### src/rtl/print_tx_pkg.sv
// Shared definitions for the print path: 3-bit FSM encoding and ASCII constants.
// Also used by the receive-side parser, so keep values stable.
package print_tx_pkg;

   localparam logic [2:0] ST_IDLE = 3'd0;
   localparam logic [2:0] ST_LOAD = 3'd1;
   localparam logic [2:0] ST_CHAR = 3'd2;
   localparam logic [2:0] ST_CR   = 3'd3;
   localparam logic [2:0] ST_LF   = 3'd4;
   localparam logic [2:0] ST_DONE = 3'd5;

   localparam logic [7:0] ASC_CR   = 8'h0D;
   localparam logic [7:0] ASC_LF   = 8'h0A;
   localparam logic [7:0] ASC_DIG0 = 8'h30;
   localparam logic [7:0] ASC_HEXA = 8'h37;  // 'A' - 10

endpackage

### src/rtl/print_tx_hex2asc.sv
// Nibble to uppercase ASCII hex digit; purely combinational, zero latency.
// No flow control.
module hex2asc
   import print_tx_pkg::*;
(
   input  logic [3:0] nib,
   output logic [7:0] asc
);

   always_comb begin
      if (nib < 4'd10) asc = ASC_DIG0 + {4'b0000, nib};
      else             asc = ASC_HEXA + {4'b0000, nib};
   end

endmodule

### src/rtl/print_tx.sv
// Serialises a captured byte or a hex word (plus optional CR/LF) to a UART tx.
// First char one cycle after LOAD, then one char per cycle; d_tx/vld_tx hold while rdy_tx=0.
module print_tx
   import print_tx_pkg::*;
#(
   parameter int NDIG = 8
) (
   input  logic        clk,
   input  logic        rstn,
   input  logic        req_tx,
   input  logic        type_tx,
   input  logic        crlf_tx,
   input  logic [31:0] dout_tx,
   output logic        ack_tx,
   output logic        flag_tx,
   output logic [7:0]  d_tx,
   output logic        vld_tx,
   input  logic        rdy_tx
);

   localparam logic [3:0] LAST = 4'(NDIG - 1);

   logic [2:0]  state_q, state_d;
   logic [3:0]  cnt_q,   cnt_d;
   logic [31:0] dat_q,   dat_d;
   logic        typ_q,   typ_d;
   logic        crlf_q,  crlf_d;
   logic [7:0]  d_q,     d_d;
   logic        vld_q,   vld_d;
   logic        ack_q,   ack_d;
   logic        flag_q,  flag_d;

   logic [3:0]  nib_idx;
   logic [3:0]  nib;
   logic [7:0]  hex_chr;
   logic        sent;

   // In LOAD the first (top) nibble is needed; in CHAR the one after the current.
   always_comb begin
      nib_idx = (state_q == ST_LOAD) ? LAST : (LAST - cnt_q - 4'd1);
      nib     = 4'(dat_q >> {nib_idx, 2'b00});
   end

   hex2asc u_hex2asc (
      .nib (nib),
      .asc (hex_chr)
   );

   assign sent = vld_q & rdy_tx;

   always_comb begin
      state_d = state_q;
      cnt_d   = cnt_q;
      dat_d   = dat_q;
      typ_d   = typ_q;
      crlf_d  = crlf_q;
      d_d     = d_q;
      vld_d   = vld_q;
      ack_d   = 1'b0;
      flag_d  = flag_q;
      case (state_q)
         ST_IDLE: begin
            if (req_tx) begin
               dat_d   = dout_tx;
               typ_d   = type_tx;
               crlf_d  = crlf_tx;
               flag_d  = 1'b1;
               cnt_d   = 4'd0;
               state_d = ST_LOAD;
            end
         end
         ST_LOAD: begin
            d_d     = typ_q ? hex_chr : dat_q[7:0];
            vld_d   = 1'b1;
            state_d = ST_CHAR;
         end
         ST_CHAR: begin
            if (sent) begin
               if (typ_q && (cnt_q != LAST)) begin
                  cnt_d = cnt_q + 4'd1;
                  d_d   = hex_chr;
               end else if (crlf_q) begin
                  d_d     = ASC_CR;
                  state_d = ST_CR;
               end else begin
                  vld_d   = 1'b0;
                  ack_d   = 1'b1;
                  state_d = ST_DONE;
               end
            end
         end
         ST_CR: begin
            if (sent) begin
               d_d     = ASC_LF;
               state_d = ST_LF;
            end
         end
         ST_LF: begin
            if (sent) begin
               vld_d   = 1'b0;
               ack_d   = 1'b1;
               state_d = ST_DONE;
            end
         end
         ST_DONE: begin
            flag_d  = 1'b0;
            state_d = ST_IDLE;
         end
         default: begin
            vld_d   = 1'b0;
            flag_d  = 1'b0;
            state_d = ST_IDLE;
         end
      endcase
   end

   always_ff @(posedge clk or negedge rstn) begin
      if (!rstn) begin
         state_q <= ST_IDLE;
         cnt_q   <= 4'd0;
         dat_q   <= 32'd0;
         typ_q   <= 1'b0;
         crlf_q  <= 1'b0;
         d_q     <= 8'd0;
         vld_q   <= 1'b0;
         ack_q   <= 1'b0;
         flag_q  <= 1'b0;
      end else begin
         state_q <= state_d;
         cnt_q   <= cnt_d;
         dat_q   <= dat_d;
         typ_q   <= typ_d;
         crlf_q  <= crlf_d;
         d_q     <= d_d;
         vld_q   <= vld_d;
         ack_q   <= ack_d;
         flag_q  <= flag_d;
      end
   end

   assign d_tx    = d_q;
   assign vld_tx  = vld_q;
   assign ack_tx  = ack_q;
   assign flag_tx = flag_q;

endmodule

### config.mk
export PLATFORM = sky130hd
export DESIGN_NAME = print_tx
export DESIGN_NICKNAME = d
export VERILOG_FILES = /design/src/rtl/print_tx_pkg.sv /design/src/rtl/print_tx_hex2asc.sv /design/src/rtl/print_tx.sv
export SDC_FILE = /design/constraint.sdc
export NUM_CORES = 1
export LEC_CHECK = 0
export ABC_AREA = 1
export BUFFER_PORTS_ARGS = -buffer_cell sky130_fd_sc_hd__buf_2
export CORE_ASPECT_RATIO = 1.5
export CORE_MARGIN = 5
export CORE_UTILIZATION = 55
export DETAILED_ROUTE_END_ITERATION = 6
export PLACE_DENSITY = 0.89
export SETUP_SLACK_MARGIN = 0.2
export SLEW_MARGIN = 20
export SYNTH_ARGS = -nofsm -noshare
export SYNTH_HDL_FRONTEND = slang
export SYNTH_SLANG_ARGS = --single-unit
### constraint.sdc
create_clock -name clk -period 2.7 [get_ports clk]
set_clock_uncertainty 0.1 [all_clocks]
set_input_delay 0.405 -clock clk [delete_from_list [all_inputs] [get_ports clk]]
set_output_delay 0.405 -clock clk [all_outputs]
set_load 0.02 [all_outputs]
==> impl_results.md <==
- Internal power: 0.00234 W
- Worst slew margin: 58.9%
- Logic pwr share: 58.7%
- Starting Density: 56.4%
- RePlAce Congestion: 0.969
- Switching share of total power: 47.8%
- Ys async rst share: 100%
- Core Area: 5160 um2
- Clock slew at reported path FFs: 90 ps
- Crit path time final: 2250 ps
- Layout Cells excl Fill: 449
- Io pins: 49
- # H-tree levels: 2
- Placed inst area: 3210 um2
- Number of synthesized flops with an enable pin: 0
- Hpwl dp: 4960 um
- Part of the power in registers: 31.1%
- CTS tree: yes
- FF+latch count, synth: 52
- Maximum vdd ir drop: 0.000683 V
- WL/cell: 14.3 um
- Status: complete, but fails checks
- Critical path peak fanout: 13
- CP startpoint kind: flop
- Total wire length: 6410 um
- Cell area after synthesis: 2910 um2
- Post-layout util: 64.4%
- Via count: 2392
- Dominant synthesized flop cell: dfrtp_1
- Largest net degree at the start of global routing: 44
- Syn_nets: 373
- Hold_ws: -2.18 ps
- Die Y: 99.2 um
- Failing checks: hold timing
- Slew Limit Fails: 0
- Die width: 69.4 um
- Setup tns final: 0 ps
- Clk network pwr share: 10.1%
- Type of the worst min-delay path: input pin to asynchronous set/reset pin
- Die Area: 6880 um2
- Worst Tran Pin Value: 616 ps
- Clock sinks: 52
- Syn avg cell area: 8.72 um2
- Synth Instances: 334
- Layout cells sized above 1: 32.0%
- Post-synth cell types: 41
- Row Count: 32
- Drt pass-1 iters: 4
- Worst-Skew Late Latency: 310 ps
- Fillcell total: 447
- Cts bufs inserted: 5
- Net Switching: 0.00214 W
- Number of diodes: 0
- Total grt overflow: 0
- Crit path DAT: 2360 ps
- Top cell type's share of synthesized area: 44.7%
- Maxcap violations: 0
- Multi-input logic area: 1400 um2
- All-Layer GR Usage: 18.9%
- Final Hold Violating Endpoints: 2
- Register area: 1300 um2
- Port bufs: 48
- Cell Pwr Density: 1350 nW/um2
- Final Instance Area: 3320 um2
- Yosys warnings: 0
- Final setup violation count: 0
- LEAKAGE: 1.68 nW
- Critical Path End Type: flop
- Seq/Total Area, Yosys: 44.7%
- ANT nets after route: 0
- Final cycle utilization of the critical path: 83.3%
- Vias in the first global route: 2431
- Avg Vias per Cell: 5.33
- First-pass GRT wire length: 10400 um
- DRC Markers: 0
- Synth-to-Final Area Change: 14.1%
- WS Path Type: flop to flop
- DRT iter0 DRCs: 157
- Placed Instances: 441
- Root buf cell: clkbuf_8
- RSZ-0062 raised after global routing: no
- Maximum clock frequency: 445 MHz
- Area contributors post-synth: dfrtp_1 45%, nand2_1 9.3%, mux2_2 8.1%
- Leading area contributor after synthesis: dfrtp_1
- Critical Path RT: 2810 ps
- Nets: 419
- CTS Buffer Depth: 2
- Initial antenna violation count: 0
- CTS Hold Bufs: 0
## power groups by stage
| stage | Combinational, W | Clock [W] | Sequential (W) |
|---|---|---|---|
| after CTS | 0.00263 | 0.000461 | 0.00140 |
| after global routing | 0.00292 | 0.000493 | 0.00144 |
| after global placement | 0.00251 | 0 | 0.00140 |
| after floorplan | 0.00210 | 0 | 0.00138 |
| final | 0.00263 | 0.000455 | 0.00140 |
| after detailed placement | 0.00260 | 0 | 0.00141 |
## cell usage after synthesis, types with 4 or more instances
| cell | number |
|---|---|
| o21ai_1 | 6 |
| nand2_2 | 5 |
| mux2_2 | 21 |
| nand2_1 | 72 |
| a21oi_1 | 21 |
| o21ai_0 | 4 |
| inv_1 | 30 |
| dfrtp_1 | 52 |
| nand3_1 | 30 |
| inv_2 | 10 |
| nor2_4 | 4 |
| nor2_1 | 27 |
| clkbuf_1 | 4 |
| nand2_4 | 4 |
## per-layer routing
layer  up-vias  GRT usage [%]  part of all wire [%]  wire length (um)
met2        67           37.3                    57              3650
met5         -              0                     0                 0
met1      1133           18.3                    35              2270
met4         0           8.42                   2.6               167
met3        18           4.25                   4.9               312
li1       1174              -                     -                 -
## sequential cells by signal (all words and copies together), names as in the netlist
signal	cells
typ_q	1
flag_tx	1
vld_tx	1
cnt_q	4
state_q	3
dat_q	32
crlf_q	1
ack_tx	1
d_tx	8
## what timing repair did
item	in CTS	in global routing
setup buffers	0	0
endpoints found under the hold margin	0	0
setup endpoints to repair	0	2
gates resized for setup	0	3
## worst max-delay path, cell delays in order (launching register included)
cell     delay [ps]
dfrtp_2         500
ha_1            330
xnor2_4         190
nor2_8          130
inv_1           100
nand3_2         100
nand2_2          90
nor2_8          140
nand2_4          90
nand2_2          70
nand3_1          70
nand2_1          80
nand2_1          50
nand2_1          60
nand2_1          50
## through the flow
stage	setup WS [ps]	power, W	hold slack [ps]
6_report	450	0.00449	-2.18
5_1_grt	285	0.00486	42.3
4_1_cts	371	0.00449	15.9
3_5_place_dp	388	0.00402	347
3_3_place_gp	490	0.00390	345
2_1_floorplan	752	0.00348	9.41
## final timing paths
check	depth (start not counted)	slack [ps]	endpoint	startpoint
max in group asynchronous	2	1940	cnt_q[0]$_DFFE_PN0P_	rstn
worst min-delay path	1	-2	flag_tx$_DFFE_PN0P_	rstn
worst max-delay path	14	450	d_tx[0]$_DFFE_PN0P_	cnt_q[0]$_DFFE_PN0P_
min in group clk	2	220	dat_q[9]$_DFFE_PN0P_	dout_tx[9]
worst min register to register	2	390	d_tx[3]$_DFFE_PN0P_	d_tx[3]$_DFFE_PN0P_
worst max register to register	14	450	d_tx[0]$_DFFE_PN0P_	cnt_q[0]$_DFFE_PN0P_
## final cells by class
type / count / share of cell area, %
Multi-Input combinational cell: 228 / 42.1
Sequential cell: 52 / 39.2
Timing Repair Buffer: 50 / 8.43
Inverter: 43 / 5.01
Clock buffer: 8 / 2.71
Tap cell: 68 / 2.56
## layout by cell type (no fill, tap or decap), drive strengths merged
cell type / instances
a211oi: 1
a21oi: 24
a31oi: 2
buf: 50
clkbuf: 8
clkinv: 1
dfrtp: 52
ha: 1
inv: 42
mux2: 21
nand2: 81
nand3: 35
nand3b: 3
nand4: 2
nor2: 36
nor3: 1
o2111ai: 2
o211ai: 1
o21ai: 10
o22ai: 1
o31ai: 1
o41ai: 2
or2: 2
xnor2: 1
xor2: 1
## cells by family after synthesis
group / count (synthesis) / synth area share [%]
xor gates and xnor gates: 2 / 0.859
AOI/OAI and AO/OA: 44 / 9.83
muxes: 21 / 8.12
adders and majority gates: 1 / 0.429
buffers and inverters: 54 / 7.99
and+or+nand+nor: 160 / 28.1
DFF: 52 / 44.7
Power figures use the tool's default switching activity.
